[src/rtl/maze_stream_host.sv]
// maze_stream_host: transmit-side source and scoreboard for the maze solver.
// Builds a 15x15 maze from a seeded 16-bit LFSR and streams it out one bit per cycle.
// It then checks the solver's coordinate path, or its unsolvable verdict, against the
// transmitted maze.
//
// Optional feature macro: MAZE_STREAM_HOST_CHECK_EN. When it is defined, the stored map
// and the path checks (errors 1-4 and 6) are built in. Without it, only the timeout
// error (5) and the protocol error (7) are raised. The transmitted stream is the same
// in both builds.
//
// Ports:
//   clk, rst_n              clock, asynchronous active-low reset
//   start, seed             begin a run (sampled only in IDLE), LFSR seed (0 = SEED_DEFAULT)
//   maze, in_valid          serial maze bit (1 = wall) and its qualifier
//   out_valid, out_x, out_y solver path beat and its column/row
//   maze_not_valid          solver verdict: maze is unsolvable
//   busy, done              run in progress, one-cycle end-of-run pulse
//   pass, unsolvable        run result; held until the next start
//   err_code, path_len      first error seen, path beats received (saturates at 255)
module maze_stream_host #(
   parameter logic [15:0] SEED_DEFAULT = 16'hACE1,
   parameter int unsigned TIMEOUT      = 4095
) (
   input  logic        clk,
   input  logic        rst_n,
   input  logic        start,
   input  logic [15:0] seed,
   output logic        maze,
   output logic        in_valid,
   input  logic        out_valid,
   input  logic        maze_not_valid,
   input  logic [3:0]  out_x,
   input  logic [3:0]  out_y,
   output logic        busy,
   output logic        done,
   output logic        pass,
   output logic        unsolvable,
   output logic [2:0]  err_code,
   output logic [7:0]  path_len
);

   localparam int unsigned     CntW    = (TIMEOUT < 2) ? 1 : $clog2(TIMEOUT + 1);
   localparam logic [CntW-1:0] CntMax  = CntW'(TIMEOUT);
   localparam logic [7:0]      LastIdx = 8'd224;

   typedef enum logic [2:0] {StIdle, StTx, StWait, StPath, StFin} state_e;

   state_e            state_q, state_d;
   logic [15:0]       lfsr_q, lfsr_d;
   logic [3:0]        x_q, x_d, y_q, y_d;
   logic [7:0]        idx_q, idx_d;
   logic [CntW-1:0]   cnt_q, cnt_d;
   logic              pass_q, pass_d, unsolv_q, unsolv_d;
   logic [2:0]        err_q, err_d, err_new;
   logic [7:0]        len_q, len_d, len_inc;
   logic              lfsr_fb, cell_border, cell_special, cell_interior, cell_bit;

   assign lfsr_fb       = lfsr_q[15] ^ lfsr_q[13] ^ lfsr_q[12] ^ lfsr_q[10];
   assign cell_border   = (x_q == 4'd0) || (x_q == 4'd14) || (y_q == 4'd0) || (y_q == 4'd14);
   assign cell_special  = ((x_q == 4'd1) && (y_q == 4'd1)) || ((x_q == 4'd13) && (y_q == 4'd13));
   assign cell_interior = !cell_border && !cell_special;
   // Only interior non-special cells consume LFSR state.
   assign cell_bit      = cell_border || (cell_interior && (lfsr_q[1:0] == 2'b00));
   assign len_inc       = (len_q == 8'hFF) ? 8'hFF : len_q + 8'd1;

`ifdef MAZE_STREAM_HOST_CHECK_EN
   logic [224:0] map_q, map_d;
   logic [3:0]   px_q, px_d, py_q, py_d;
   logic [7:0]   beat_idx;
   logic [3:0]   dx, dy;
   logic [4:0]   dist;
   logic         beat_wall, beat_first_bad, beat_not_adj, end_bad;

   always_comb begin
      beat_idx       = 8'(out_y) * 8'd15 + 8'(out_x);
      dx             = (out_x > px_q) ? out_x - px_q : px_q - out_x;
      dy             = (out_y > py_q) ? out_y - py_q : py_q - out_y;
      dist           = {1'b0, dx} + {1'b0, dy};
      beat_not_adj   = (dist != 5'd1);
      // Off-grid coordinates count as walls; the map is only read for on-grid ones.
      beat_wall      = ((out_x > 4'd14) || (out_y > 4'd14)) ? 1'b1 : map_q[beat_idx];
      beat_first_bad = (out_x != 4'd1) || (out_y != 4'd1);
      end_bad        = (px_q != 4'd13) || (py_q != 4'd13);
   end

   always_ff @(posedge clk or negedge rst_n) begin
      if (!rst_n) begin
         map_q <= '0;
         px_q  <= '0;
         py_q  <= '0;
      end else begin
         map_q <= map_d;
         px_q  <= px_d;
         py_q  <= py_d;
      end
   end
`else
   logic unused_coord;
   assign unused_coord = ^{out_x, out_y};
`endif

   always_comb begin
      state_d  = state_q;
      lfsr_d   = lfsr_q;
      x_d      = x_q;
      y_d      = y_q;
      idx_d    = idx_q;
      cnt_d    = cnt_q;
      pass_d   = pass_q;
      unsolv_d = unsolv_q;
      err_d    = err_q;
      len_d    = len_q;
      err_new  = 3'd0;
`ifdef MAZE_STREAM_HOST_CHECK_EN
      map_d    = map_q;
      px_d     = px_q;
      py_d     = py_q;
`endif
      // Error candidates are assigned highest code first so the lowest code on a
      // beat wins.
      unique case (state_q)
         StIdle: begin
            if (start) begin
               state_d  = StTx;
               lfsr_d   = (seed == 16'd0) ? SEED_DEFAULT : seed;
               x_d      = '0;
               y_d      = '0;
               idx_d    = '0;
               pass_d   = 1'b0;
               unsolv_d = 1'b0;
               err_d    = 3'd0;
               len_d    = 8'd0;
            end
         end
         StTx: begin
            if (cell_interior) lfsr_d = {lfsr_q[14:0], lfsr_fb};
`ifdef MAZE_STREAM_HOST_CHECK_EN
            map_d[idx_q] = cell_bit;
`endif
            idx_d = idx_q + 8'd1;
            if (x_q == 4'd14) begin
               x_d = '0;
               y_d = y_q + 4'd1;
            end else begin
               x_d = x_q + 4'd1;
            end
            if (idx_q == LastIdx) begin
               state_d = StWait;
               cnt_d   = '0;
            end
         end
         StWait: begin
            cnt_d = cnt_q + CntW'(1);
            if (out_valid && maze_not_valid) begin
               err_new = 3'd7;
               len_d   = len_inc;
               state_d = StFin;
            end else if (maze_not_valid) begin
               unsolv_d = 1'b1;
               state_d  = StFin;
            end else if (out_valid) begin
               len_d   = len_inc;
               state_d = StPath;
`ifdef MAZE_STREAM_HOST_CHECK_EN
               px_d    = out_x;
               py_d    = out_y;
               if (beat_wall) err_new = 3'd3;
               if (beat_first_bad) err_new = 3'd1;
`endif
            end else if (cnt_q == CntMax) begin
               err_new = 3'd5;
               state_d = StFin;
            end
         end
         StPath: begin
            if (maze_not_valid) err_new = 3'd7;
            if (out_valid) begin
               len_d = len_inc;
`ifdef MAZE_STREAM_HOST_CHECK_EN
               px_d  = out_x;
               py_d  = out_y;
               if (len_q >= 8'd225) err_new = 3'd6;
               if (beat_wall) err_new = 3'd3;
               if (beat_not_adj) err_new = 3'd2;
`endif
            end else begin
`ifdef MAZE_STREAM_HOST_CHECK_EN
               if (end_bad) err_new = 3'd4;
`endif
               state_d = StFin;
            end
         end
         StFin: state_d = StIdle;
         default: state_d = StIdle;
      endcase
      if (err_q == 3'd0 && err_new != 3'd0) err_d = err_new;
      if (state_d == StFin) pass_d = (err_d == 3'd0);
   end

   always_ff @(posedge clk or negedge rst_n) begin
      if (!rst_n) begin
         state_q  <= StIdle;
         lfsr_q   <= '0;
         x_q      <= '0;
         y_q      <= '0;
         idx_q    <= '0;
         cnt_q    <= '0;
         pass_q   <= 1'b0;
         unsolv_q <= 1'b0;
         err_q    <= 3'd0;
         len_q    <= 8'd0;
      end else begin
         state_q  <= state_d;
         lfsr_q   <= lfsr_d;
         x_q      <= x_d;
         y_q      <= y_d;
         idx_q    <= idx_d;
         cnt_q    <= cnt_d;
         pass_q   <= pass_d;
         unsolv_q <= unsolv_d;
         err_q    <= err_d;
         len_q    <= len_d;
      end
   end

   assign in_valid   = (state_q == StTx);
   assign maze       = in_valid & cell_bit;
   assign busy       = (state_q == StTx) || (state_q == StWait) || (state_q == StPath);
   assign done       = (state_q == StFin);
   assign pass       = pass_q;
   assign unsolvable = unsolv_q;
   assign err_code   = err_q;
   assign path_len   = len_q;

endmodule

[config.mk]
export PLATFORM = sky130hd
export DESIGN_NAME = maze_stream_host
export DESIGN_NICKNAME = d
export VERILOG_FILES = /design/src/rtl/maze_stream_host.sv
export SDC_FILE = /design/constraint.sdc
export NUM_CORES = 1
export LEC_CHECK = 0
export CAP_MARGIN = 25
export CORE_ASPECT_RATIO = 1.4
export CORE_MARGIN = 2
export CORE_UTILIZATION = 61
export CTS_BUF_LIST = sky130_fd_sc_hd__clkbuf_2 sky130_fd_sc_hd__clkbuf_4 sky130_fd_sc_hd__clkbuf_8
export CTS_CLUSTER_DIAMETER = 30
export DETAILED_ROUTE_END_ITERATION = 12
export PLACE_DENSITY_LB_ADDON = 0.12
export SETUP_SLACK_MARGIN = 0.05
export SLEW_MARGIN = 20
export SYNTH_ARGS = -nofsm -noshare
export SYNTH_HDL_FRONTEND = slang
export SYNTH_SLANG_ARGS = --single-unit
[constraint.sdc]
create_clock -name clk -period 4.4 [get_ports clk]
set_clock_uncertainty 0.05 [all_clocks]
set_input_delay 0.44 -clock clk [delete_from_list [all_inputs] [get_ports clk]]
set_output_delay 0.44 -clock clk [all_outputs]
set_load 0.02 [all_outputs]
Word-level counts from Yosys, hierarchy flattened:

Index checks and enable logic that the tools add are counted.

* register bits: 60
* word-level logic and storage cells: 117
* output and inout port bits: 17
* input port bits: 29

* bitwise gates (word level): 4
* eq/ne operators: 21
* reductions and logical operators: 36
* mux-type cells: 41
* add/subtract/negate cells: 5

Operator list (number)
* 16-bit 2-to-1 mux: 3
* 3-bit 2-to-1 mux: 15
* 8-bit 2-to-1 mux: 5
* 16-bit case mux with 2 select lines: 1
* 12-bit case mux with 2 select lines: 1
* 8-bit case mux with 3 select lines: 1
* 8-bit by 1-bit adder with 8-bit output, second input constant: 2
* 4-bit == test, second input constant: 4
* 8-bit == test, second input constant: 2
* 16-bit zero test: 1
* 4-bit case mux with 2 select lines: 2
* 8-bit case mux with 2 select lines: 1
* 12-bit by 1-bit adder with 12-bit output, second input constant: 1
* 12-bit == test, second input constant: 1
* 12-bit 2-to-1 mux: 1
* 4-bit 2-to-1 mux: 3
* 3-bit case mux with 4 select lines: 1
* 2-bit nonzero test: 5
* 3-bit zero test: 3
* 3-bit AND reduction: 3
* 4-bit by 1-bit adder with 4-bit output, second input constant: 2
* 4-bit by 1-bit == test with 1-bit output, second input constant: 2
* 4-bit zero test: 2
* 1-bit logical OR: 7
* 17 further kinds: 38

Depth between registers and ports, before layout:

Gate-level depths: netlist (run 1).

* depth after elaboration: 11
* gate-level depth with buffers: 8
* depth with buffers taken out: 7

Worst setup path after synthesis (run 1):

Ideal clock, no wire load.

* path type: register to register
* start point: reg x_q[2]
* end point: reg lfsr_q[11]
* library setup time: 0.125 ns
* slack: 2.188 ns
* period minus slack after synthesis: 2.212 ns
* stages on the path, launching flop included: 8
* data required time: 4.225 ns
* path buffers: 2
* arrival time: 2.037 ns
* cells stage by stage: dfrtp_1 buf_6 or4_4 a211oi_2 nor2_1 a21oi_4 buf_12 mux2_4

* cells in the longest elaborated chain, start to end: 8
* elaborated cells on any way between the ends: 15
* classes of those cells: eq/ne: 4; reduce/logical: 11

Ends and longest elaborated chain
* start: declaration: line 50 `logic [3:0] x_q, x_d, y_q, y_d;`
* start signal: assignment: line 204 `x_q <= '0;`
* start signal: assignment: line 215 `x_q <= x_d;`
* 4-bit == test / 4-bit zero test (equally long branches): line 59 `assign cell_border = (x_q == 4'd0) || (x_q == 4'd14) || (y_q == 4'd0) || (y_q == 4'd14);`
* 1-bit logical OR (3 in series): line 59
* 1-bit zero test: line 61 `assign cell_interior = !cell_border && !cell_special;`
* 1-bit logical AND (*): line 61
* 2-bit by 1-bit inequality test with 1-bit output (no line) (*)
* 3-bit AND reduction (no line) (*)
* end signal: assignment: line 214 `lfsr_q <= lfsr_d;`
* end: declaration: line 49 `logic [15:0] lfsr_q, lfsr_d;`

Mark *: on every way between the ends. The rest lies on a longest branch, timed or not.
A chain may end at the register's enable or synchronous reset.

Worst setup path in the final report (run 1):

* start point: reg state_q[0]
* end point: out maze

* cells in the longest elaborated chain, start to end: 2

Ends and longest elaborated chain
* start: declaration: line 48 `state_e state_q, state_d;`
* start signal: assignment: line 202 `state_q <= StIdle;`
* start signal: assignment: line 213 `state_q <= state_d;`
* 3-bit by 1-bit == test with 1-bit output: line 226 `assign in_valid = (state_q == StTx);`
* 1-bit AND: line 227 `assign maze = in_valid & cell_bit;`
* end: declaration: line 28 `output logic maze,`

Every way passes these cells.

==> flow_metrics.env, run 1 <==
export IMPL_status="finished, final reports clean"
export IMPL_grt_pass1_vias=2672
export IMPL_max_cap_viol_count=0
export IMPL_syn_nets=389
export IMPL_synth_adder_area_share_pct=3.083
export IMPL_start_util_pct=62.94
export IMPL_max_freq_mhz=334.1
export IMPL_fin_area_sq_um=3804
export IMPL_fin_setup_tns_ns=0
export IMPL_synth_cell_types=48
export IMPL_fp_dieArea_sq_um=5931
export IMPL_hpwl_um=4789
export IMPL_syn_cell_area_sq_um=3247
export IMPL_slowest_stage="or3b_2"
export IMPL_htree_levels=3
export IMPL_ios=46
export IMPL_cts_sinks=60
export IMPL_synth_cells=352
export IMPL_diodes=0
export IMPL_wire_per_inst_um=15.70
export IMPL_synth_compound_area_share_pct=15.57
export IMPL_crit_chain="or3b_2 > a21oi_1 > clkdlybuf4s50_1"
export IMPL_path_clk_slew_ns=0.07
export IMPL_cts_setup_buffers=0
export IMPL_grt_antenna_before_repair=0
export IMPL_gp_congestion=0.8113
export IMPL_routed_via_density=6.022
export IMPL_max_stage_delay_ns=0.77
export IMPL_async_reset_ff_share_pct=100.0
export IMPL_grt_usage_pct=25.83
export IMPL_ctsResizeCount=0
export IMPL_dr_pass1_iters=4
export IMPL_die_height_um=90.33
export IMPL_muxShareOfSynthArea_pct=7.322
export IMPL_p_seq_share_pct=40.4
export IMPL_cts_tree="built"
export IMPL_p_sw_share_pct=36.38
export IMPL_first_iter_violations=233
export IMPL_final_period_utilization_pct=68.03
export IMPL_seq_area_sq_um=1501
export IMPL_clk_latency_ns=0.34
export IMPL_cts_buffers=9
export IMPL_ys_ff_latch=60
export IMPL_die_w_um=65.66
export IMPL_p_int_mw=1.364
export IMPL_rsz0062_at_grt="no"
export IMPL_powerDensity_nw_per_um2=563.6
export IMPL_port_buffers=37
export IMPL_relSlewSlack_pct=41.32
export IMPL_irDropWorstVdd_mv=0.2745
export IMPL_drv_slew=0
export IMPL_p_clk_share_pct=21.0
export IMPL_p_sw_uw=779.8
export IMPL_synth_simple_area_share_pct=21.77
export IMPL_clockRootBuffer="clkbuf_8"
export IMPL_max_slew_worst_pin_slew_ns=0.8779
export IMPL_leakagePower_nw=1.684
export IMPL_fillers=394
export IMPL_wirelength_um=7175
export IMPL_combPwrFrac_pct=38.7
export IMPL_layout_drive_gt1_share_pct=9.207
export IMPL_synth_top_family_by_area="simple AND/OR/NAND/NOR gates"
export IMPL_grt_max_degree=61
export IMPL_fin_crit_ns=2.993
export IMPL_cp_max_fo=31
export IMPL_place_ws_ns=1.751
export IMPL_num_nets_final=424
export IMPL_synth_edff_count=0
export IMPL_crit_type="flop to output pin"
export IMPL_min_path_type="input port to asynchronous set/reset pin"
export IMPL_endpoint_kind="output pin"
export IMPL_synthXorXnorAreaFrac_pct=1.618
export IMPL_final_common_cell="dfrtp_1"
export IMPL_syn2layout_area_growth_pct=17.15
export IMPL_worstPathRequired_ns=3.91
export IMPL_multi_input_area_sq_um=1603
export IMPL_cts_path_max_buffers=2
export IMPL_postCtsHoldBufs=0
export IMPL_final_hold_viol_count=0
export IMPL_vias=2752
export IMPL_syn_area_per_cell_sq_um=9.224
export IMPL_place_area_sq_um=3627
export IMPL_setup_ws_ns=1.407
export IMPL_core_area_sq_um=5159
export IMPL_start_kind="flop"
export IMPL_ys_warn_count=0
export IMPL_grt_ovfl_total=0
export IMPL_ys_seq_area_share_pct=46.24
export IMPL_drcViolationCount=0
export IMPL_layout_common_cells="dfrtp_1 (60), nand2_1 (56), o21ai_0 (38)"
export IMPL_ant_nets=0
export IMPL_arrival_ns=2.50
export IMPL_grt_pass1_wl_um=11920
export IMPL_setup_viol=0
export IMPL_ys_flop_type="dfrtp_1"
export IMPL_row_count=31
## Yosys cell counts (3+ instances only)
cell	n	area share (%)
ha_1	8	3.1
a21oi_1	17	2.6
dfrtp_1	60	46
nor4_1	6	1.2
buf_2	5	0.77
inv_1	14	1.6
mux2i_1	11	3.4
xor2_1	4	1.1
nand3_1	17	2.6
and3_1	5	0.96
nor3_1	9	1.4
nand2_1	56	6.5
nand2b_1	3	0.58
mux2_2	6	2.1
o21ai_0	38	5.9
nor3b_1	3	0.69
or3_1	4	0.77
nand4_1	11	2.1
mux2_4	4	1.8
a31oi_1	6	1.2
clkbuf_1	9	1.0
o22ai_1	6	1.2
nor2_1	18	2.1
## critical path, delay by kind of cell (launching register included)
| kind | cells | cell delay (ns) |
|---|---|---|
| AO/OA/AOI/OAI | 1 | 0.25 |
| buffers and inverters | 1 | 0.63 |
| flip-flops | 1 | 0.52 |
| AND/OR/NAND/NOR | 1 | 0.77 |
## per-layer routing
layer | vias to the layer above | wire (um) | track usage, %
li1 | 1338 | - | -
met1 | 1327 | 2978 | 31.60
met2 | 73 | 3756 | 43.18
met4 | 0 | 146 | 9.722
met3 | 14 | 293 | 6.484
met5 | - | 0 | 0
## worst paths after layout
path                       startpoint    endpoint  slack, ns  depth (start not counted)
setup / recovery           state_q[0]        maze       1.41                          3
hold / removal                  rst_n      x_q[1]       0.20                          2
setup reg to reg               x_q[2]  lfsr_q[14]       1.84                          5
hold reg to reg             cnt_q[11]   cnt_q[11]       0.44                          1
max in group asynchronous       rst_n  state_q[0]       3.57                          2
min in group clk            cnt_q[11]   cnt_q[11]       0.44                          1
## state kept, by name, summed over array words and instances (netlist names)
signal and cells:
cnt_q 12, err_code 3, idx_q 8, lfsr_q 16, pass 1, path_len 8
state_q 3, unsolvable 1, x_q 4, y_q 4
## logic make-up (layout without fill, tap and decap cells)
group,count (synthesis),count (layout)
buffers and inverters,30,69
XOR/XNOR,6,6
AND/OR/NAND/NOR,143,143
flip-flops,60,60
adder cells (fa/ha/maj),8,8
multiplexers,21,21
AO/OA/AOI/OAI,84,84
## power groups by stage
stage / Sequential, mW / Clock [mW] / Combinational, mW
CTS: 0.864 / 0.454 / 0.834
detailed placement: 0.872 / 0 / 0.818
global route: 0.889 / 0.476 / 0.920
finish: 0.865 / 0.450 / 0.829
floorplan: 0.817 / 0 / 0.700
global placement: 0.861 / 0 / 0.784
## area by class of cell
cell class,instances,share of cell area [%]
clock buffers,13,4.375
multi-input cells,262,42.14
repair buffers,40,10.20
well taps,66,2.171
flip-flops and latches,60,39.47
clock inverters,2,0.2632
inverters,14,1.382
## per-stage QoR
step	utilization, %	instances	hold slack [ns]	total power [mW]
after floorplan	-	352	0.09441	1.517
after global placement	70.31	442	0.4137	1.644
after detailed placement	70.31	442	0.4199	1.690
after CTS	73.73	457	0.2357	2.152
after global routing	73.73	457	0.2839	2.285
final	73.73	457	0.2029	2.144
Note: power is estimated with default switching activity, not from simulation.
==> inputs of run 2 (changes only) <==
Settings changed: CORE_UTILIZATION 61 to 51.
Clock period 4.4 ns to 2.7 ns, I/O delays scaled along.
==> run 2 against run 1 <==
Cell count grew 3.5%. Routed wire length shrank 2.6%. Total power grew 63%. Sequential power grew 63%. Flip-flop and latch count is the same. Clock-buffer cell count grew 1. Global-route usage shrank 4.2 points. Worst setup slack lost 1.2 ns. Highest routed layer unchanged.
==> flow_metrics.env, run 2 (synthesized netlist as in run 1, its figures left out) <==
export IMPL_dp_cells=456
export IMPL_htree_levels=3
export IMPL_grt_util_met2_pct=37.18
export IMPL_vias=2735
export IMPL_port_buffers=37
export IMPL_powerDensity_nw_per_um2=900.3
export IMPL_cts_tree="built"
export IMPL_hpwl_um=4961
export IMPL_arrival_ns=2.17
export IMPL_crit_chain="or3b_2 > inv_1 > clkdlybuf4s50_1"
export IMPL_grtUsageMet3_pct=4.806
export IMPL_clk_latency_ns=0.34
export IMPL_relSlewSlack_pct=49.94
export IMPL_status="finished, final reports clean"
export IMPL_grt_max_degree=30
export IMPL_regMostFlops="lfsr_q"
export IMPL_setup_viol=0
export IMPL_cts_path_max_buffers=2
export IMPL_layout_drive_gt1_share_pct=11.47
export IMPL_dr_pass1_iters=4
export IMPL_slowest_stage="or3b_2"
export IMPL_finalPower_mw=3.500
export IMPL_diodes=0
export IMPL_start_util_pct=52.64
export IMPL_min_path_type="input port to asynchronous set/reset pin"
export IMPL_final_common_cell="dfrtp_1"
export IMPL_max_cap_viol_count=0
export IMPL_core_area_sq_um=6168
export IMPL_wire_per_inst_um=14.78
export IMPL_max_slew_worst_pin_slew_ns=0.7490
export IMPL_first_iter_violations=115
export IMPL_grt_pass1_wl_um=12110
export IMPL_grt_antenna_before_repair=0
export IMPL_wirelength_um=6992
export IMPL_use_met1_pct=25.65
export IMPL_cp_max_fo=10
export IMPL_largest_reg_flops=16
export IMPL_ios=46
export IMPL_worstPathRequired_ns=2.38
export IMPL_irDropWorstVdd_mv=0.3763
export IMPL_final_hold_viol_count=0
export IMPL_endpoint_kind="output pin"
export IMPL_layout_common_cells="dfrtp_1 (60), nand2_1 (56), o21ai_0 (38)"
export IMPL_top_regs="lfsr_q (16), cnt_q (12)"
export IMPL_final_period_utilization_pct=92.17
export IMPL_num_nets_final=433
export IMPL_fin_crit_ns=2.489
export IMPL_ant_nets=0
export IMPL_die_w_um=71.44
export IMPL_whs_ns=0.3006
export IMPL_gp_congestion=0.7839
export IMPL_drcViolationCount=0
export IMPL_fp_dieArea_sq_um=7030
export IMPL_grt_ovfl_total=0
export IMPL_routed_via_density=5.782
export IMPL_clockRootBuffer="clkbuf_8"
export IMPL_crit_family="buffers and inverters"
export IMPL_syn2layout_area_growth_pct=19.73
export IMPL_crit_type="flop to output pin"
export IMPL_cp_buffers_inverters=2
export IMPL_cts_buffers=9
export IMPL_leakagePower_nw=1.731
export IMPL_row_count=34
export IMPL_drv_slew=0
export IMPL_max_stage_delay_ns=0.61
export IMPL_die_height_um=98.41
export IMPL_fin_setup_tns_ns=0
export IMPL_max_freq_mhz=401.8
export IMPL_grt_pass1_vias=2671
export IMPL_instances_no_fill=473
export IMPL_path_clk_slew_ns=0.06
export IMPL_grt_usage_pct=21.58
export IMPL_busiest_layer="met2"
export IMPL_start_kind="flop"
export IMPL_rsz0062_at_grt="no"
export IMPL_cts_sinks=60
## run 2: cell count changes in the layout (fill, tap and decap cells not counted), sizes merged
cell | previous run | this run
buf | 4 | 12
clkbuf | 13 | 14
clkdlybuf4s50 | 36 | 35
dlygate4sd2 | 0 | 1
dlygate4sd3 | 0 | 1
## run 2: report_power, final
part	internal [mW]	switching, mW	total [mW]
Combinational	0.712	0.653	1.37
Clock	0.397	0.330	0.727
Sequential	1.15	0.254	1.41
Total	2.26	1.24	3.50
## run 2: worst paths after layout
kind                             from   endpoint  slack (ns)  cells past startpoint
max                        state_q[0]   in_valid        0.21                      3
min                             rst_n     x_q[3]        0.30                      2
max reg2reg                    x_q[2]  lfsr_q[4]        0.39                      6
min reg2reg                 cnt_q[11]  cnt_q[11]        0.43                      1
max in group asynchronous       rst_n   idx_q[6]        1.64                      3
min in group clk            cnt_q[11]  cnt_q[11]        0.43                      1
## run 2: metrics by stage
stage,utilization (%),area [sq um],worst slack (ns)
CTS,63.02,3887,0.2010
global placement,59.90,3695,0.3656
global route,63.02,3887,0.1300
detailed placement,59.90,3695,0.3593
finish,63.02,3887,0.2114
floorplan,-,3247,0.4878
## run 2: worst reg2reg max path, delay by kind of cell, from the launching register on
kind	cells	cell delay, ns
AOI/OAI and AO/OA	2	0.40
DFF	1	0.46
buffers and inverters	1	0.25
and+or+nand+nor	2	0.66
muxes	1	0.37
## run 2: cell type report
cell class                      instances  area (sq um)
Sequential cell                        60          1501
Timing Repair Buffer                   49         456.7
Inverter                               14         52.55
Clock buffer                           14         167.7
Clock inverter                          2         10.01
Multi-Input combinational cell        262          1609
Tap cell                               72         90.09
Fill cell                             545          2281
## run 2: timing repair
item	CTS	global route
endpoints found under the setup margin	1	0
hold endpoints to repair	11	0
resized for setup	2	0
setup buffers	0	0
hold buffers	1	0
## run 2: layer usage
| metal | up-vias | part of all wire, % |
|---|---|---|
| li1 | 1348 | - |
| met1 | 1332 | 42 |
| met2 | 45 | 52 |
| met3 | 10 | 3.8 |
| met4 | 0 | 2.3 |
| met5 | - | 0 |
==> inputs of run 3 (changes only) <==
Settings changed: CORE_UTILIZATION 51 to 59, CTS_CLUSTER_SIZE set to 28, DONT_BUFFER_PORTS set to 1, GPL_TIMING_DRIVEN set to 1.
==> run 3 against run 2 <==
Cell count down 9.5%. Clock-buffer cell count down 1. Largest power group unchanged. Non-clock buffer count down 40. Hold slack worse by 0.22 ns. Total power down 2.9%. First-iteration DRC count up 9.6%. Via count down 3.6%. Critical endpoint is now maze. Clock power about the same.
==> flow_metrics.env, run 3 (synthesized netlist as in run 1, its figures left out) <==
export IMPL_largest_reg_flops=16
export IMPL_cts_setup_buffers=0
export IMPL_drcViolationCount=0
export IMPL_ios=46
export IMPL_htree_levels=3
export IMPL_cts_tree="built"
export IMPL_irDropWorstVdd_mv=0.4339
export IMPL_port_buffers=0
export IMPL_cts_path_max_buffers=2
export IMPL_top_regs="lfsr_q (16), cnt_q (12)"
export IMPL_ff2ff_setup_slack_ns=0.38
export IMPL_syn2layout_area_growth_pct=8.054
export IMPL_grtUsageMet3_pct=6.380
export IMPL_busiest_layer="met2"
export IMPL_layout_drive_gt1_share_pct=11.11
export IMPL_instances_no_fill=428
export IMPL_startpoint="state_q[0]"
export IMPL_start_util_pct=60.07
export IMPL_dr_pass1_iters=4
export IMPL_dp_cells=411
export IMPL_powerDensity_nw_per_um2=968.6
export IMPL_final_hold_viol_count=0
export IMPL_seq_area_sq_um=1501
export IMPL_grt_pass1_wl_um=11820
export IMPL_die_height_um=91.78
export IMPL_rsz0062_at_grt="no"
export IMPL_path_clk_slew_ns=0.07
export IMPL_fp_dieArea_sq_um=6121
export IMPL_gp_congestion=0.7655
export IMPL_grt_ovfl_total=0
export IMPL_fin_setup_tns_ns=0
export IMPL_relSlewSlack_pct=54.80
export IMPL_max_freq_mhz=407.2
export IMPL_timing_rr_end="lfsr_q[2]"
export IMPL_arrival_ns=2.14
export IMPL_cp_endpoint="maze"
export IMPL_final_period_utilization_pct=90.96
export IMPL_status="finished, final reports clean"
export IMPL_regMostFlops="lfsr_q"
export IMPL_diodes=0
export IMPL_grt_pass1_vias=2583
export IMPL_max_cap_viol_count=0
export IMPL_use_met1_pct=32.38
export IMPL_cts_sinks=60
export IMPL_core_area_sq_um=5405
export IMPL_final_common_cell="dfrtp_1"
export IMPL_ant_nets=0
export IMPL_clk_latency_ns=0.33
export IMPL_clockRootBuffer="clkbuf_8"
export IMPL_fin_crit_ns=2.456
export IMPL_multi_input_area_sq_um=1603
export IMPL_worstPathRequired_ns=2.38
export IMPL_grt_max_degree=61
export IMPL_r2r_start="x_q[2]"
export IMPL_row_count=32
export IMPL_leakagePower_nw=1.581
export IMPL_hpwl_um=4813
export IMPL_cp_max_fo=22
export IMPL_crit_type="flop to output pin"
export IMPL_grt_util_met2_pct=40.25
export IMPL_layout_common_cells="dfrtp_1 (60), nand2_1 (56), o21ai_0 (38)"
export IMPL_setup_viol=0
export IMPL_grt_antenna_before_repair=0
export IMPL_reg2reg_depth=6
export IMPL_start_kind="flop"
export IMPL_vias=2636
export IMPL_drv_slew=0
export IMPL_min_path_type="input port to flop"
export IMPL_max_slew_worst_pin_slew_ns=0.6755
export IMPL_num_nets_final=393
export IMPL_grt_usage_pct=25.25
export IMPL_die_w_um=66.70
export IMPL_first_iter_violations=126
export IMPL_endpoint_kind="output pin"
export IMPL_fillers=475
export IMPL_routed_via_density=6.159
export IMPL_wirelength_um=6792
export IMPL_cts_buffers=9
export IMPL_wire_per_inst_um=15.87
## run 3: worst min-delay path by stage
stage               startpoint           to  slack, ns  cells past startpoint
floorplan                rst_n     cnt_q[0]      -0.08                      0
global placement         rst_n       x_q[0]      -0.07                      0
detailed placement       rst_n       x_q[3]      -0.07                      0
CTS                  out_valid  path_len[0]       0.06                      2
global route         out_valid  path_len[1]       0.08                      2
finish               out_valid  path_len[1]       0.08                      2
## run 3: layout make-up
| type | count | area share [%] |
|---|---|---|
| Timing Repair Buffer | 9 | 2.568 |
| Tap cell | 68 | 2.425 |
| Clock buffer | 13 | 4.743 |
| Inverter | 14 | 1.498 |
| Clock inverter | 2 | 0.2853 |
| Sequential cell | 60 | 42.80 |
| Multi-Input combinational cell | 262 | 45.68 |
## run 3: repair_timing
item | CTS | global route
hold endpoints to repair | 60 | 0
hold buffers | 2 | 0
resized for setup | 0 | 0
## run 3: report_power, final
| group | internal [mW] | switching [mW] |
|---|---|---|
| logic | 0.635 | 0.610 |
| registers | 1.15 | 0.275 |
| clock network | 0.396 | 0.329 |
| total | 2.18 | 1.21 |
## run 3: routing by layer
metal	up-vias	wire length, um
met1	1282	2909
met5	-	0
li1	1269	-
met2	70	3439
met4	0	119
met3	15	323
## run 3: through the flow
step	setup WS (ns)	utilization, %	area, sq um	power, mW	hold WS [ns]
detailed placement	0.3800	60.95	3294	2.682	-0.07432
finish	0.2440	64.91	3508	3.398	0.07641
floorplan	0.4878	-	3247	2.472	-0.07559
CTS	0.2317	64.91	3508	3.439	0.06290
global placement	0.4155	60.95	3294	2.627	-0.07400
global route	0.1738	64.91	3508	3.656	0.08389
## run 3: critical path, cell delays in order (launching register included)
cell and delay, ns:
dfrtp_1 0.52, or3b_2 0.62, buf_4 0.26, a21oi_1 0.40
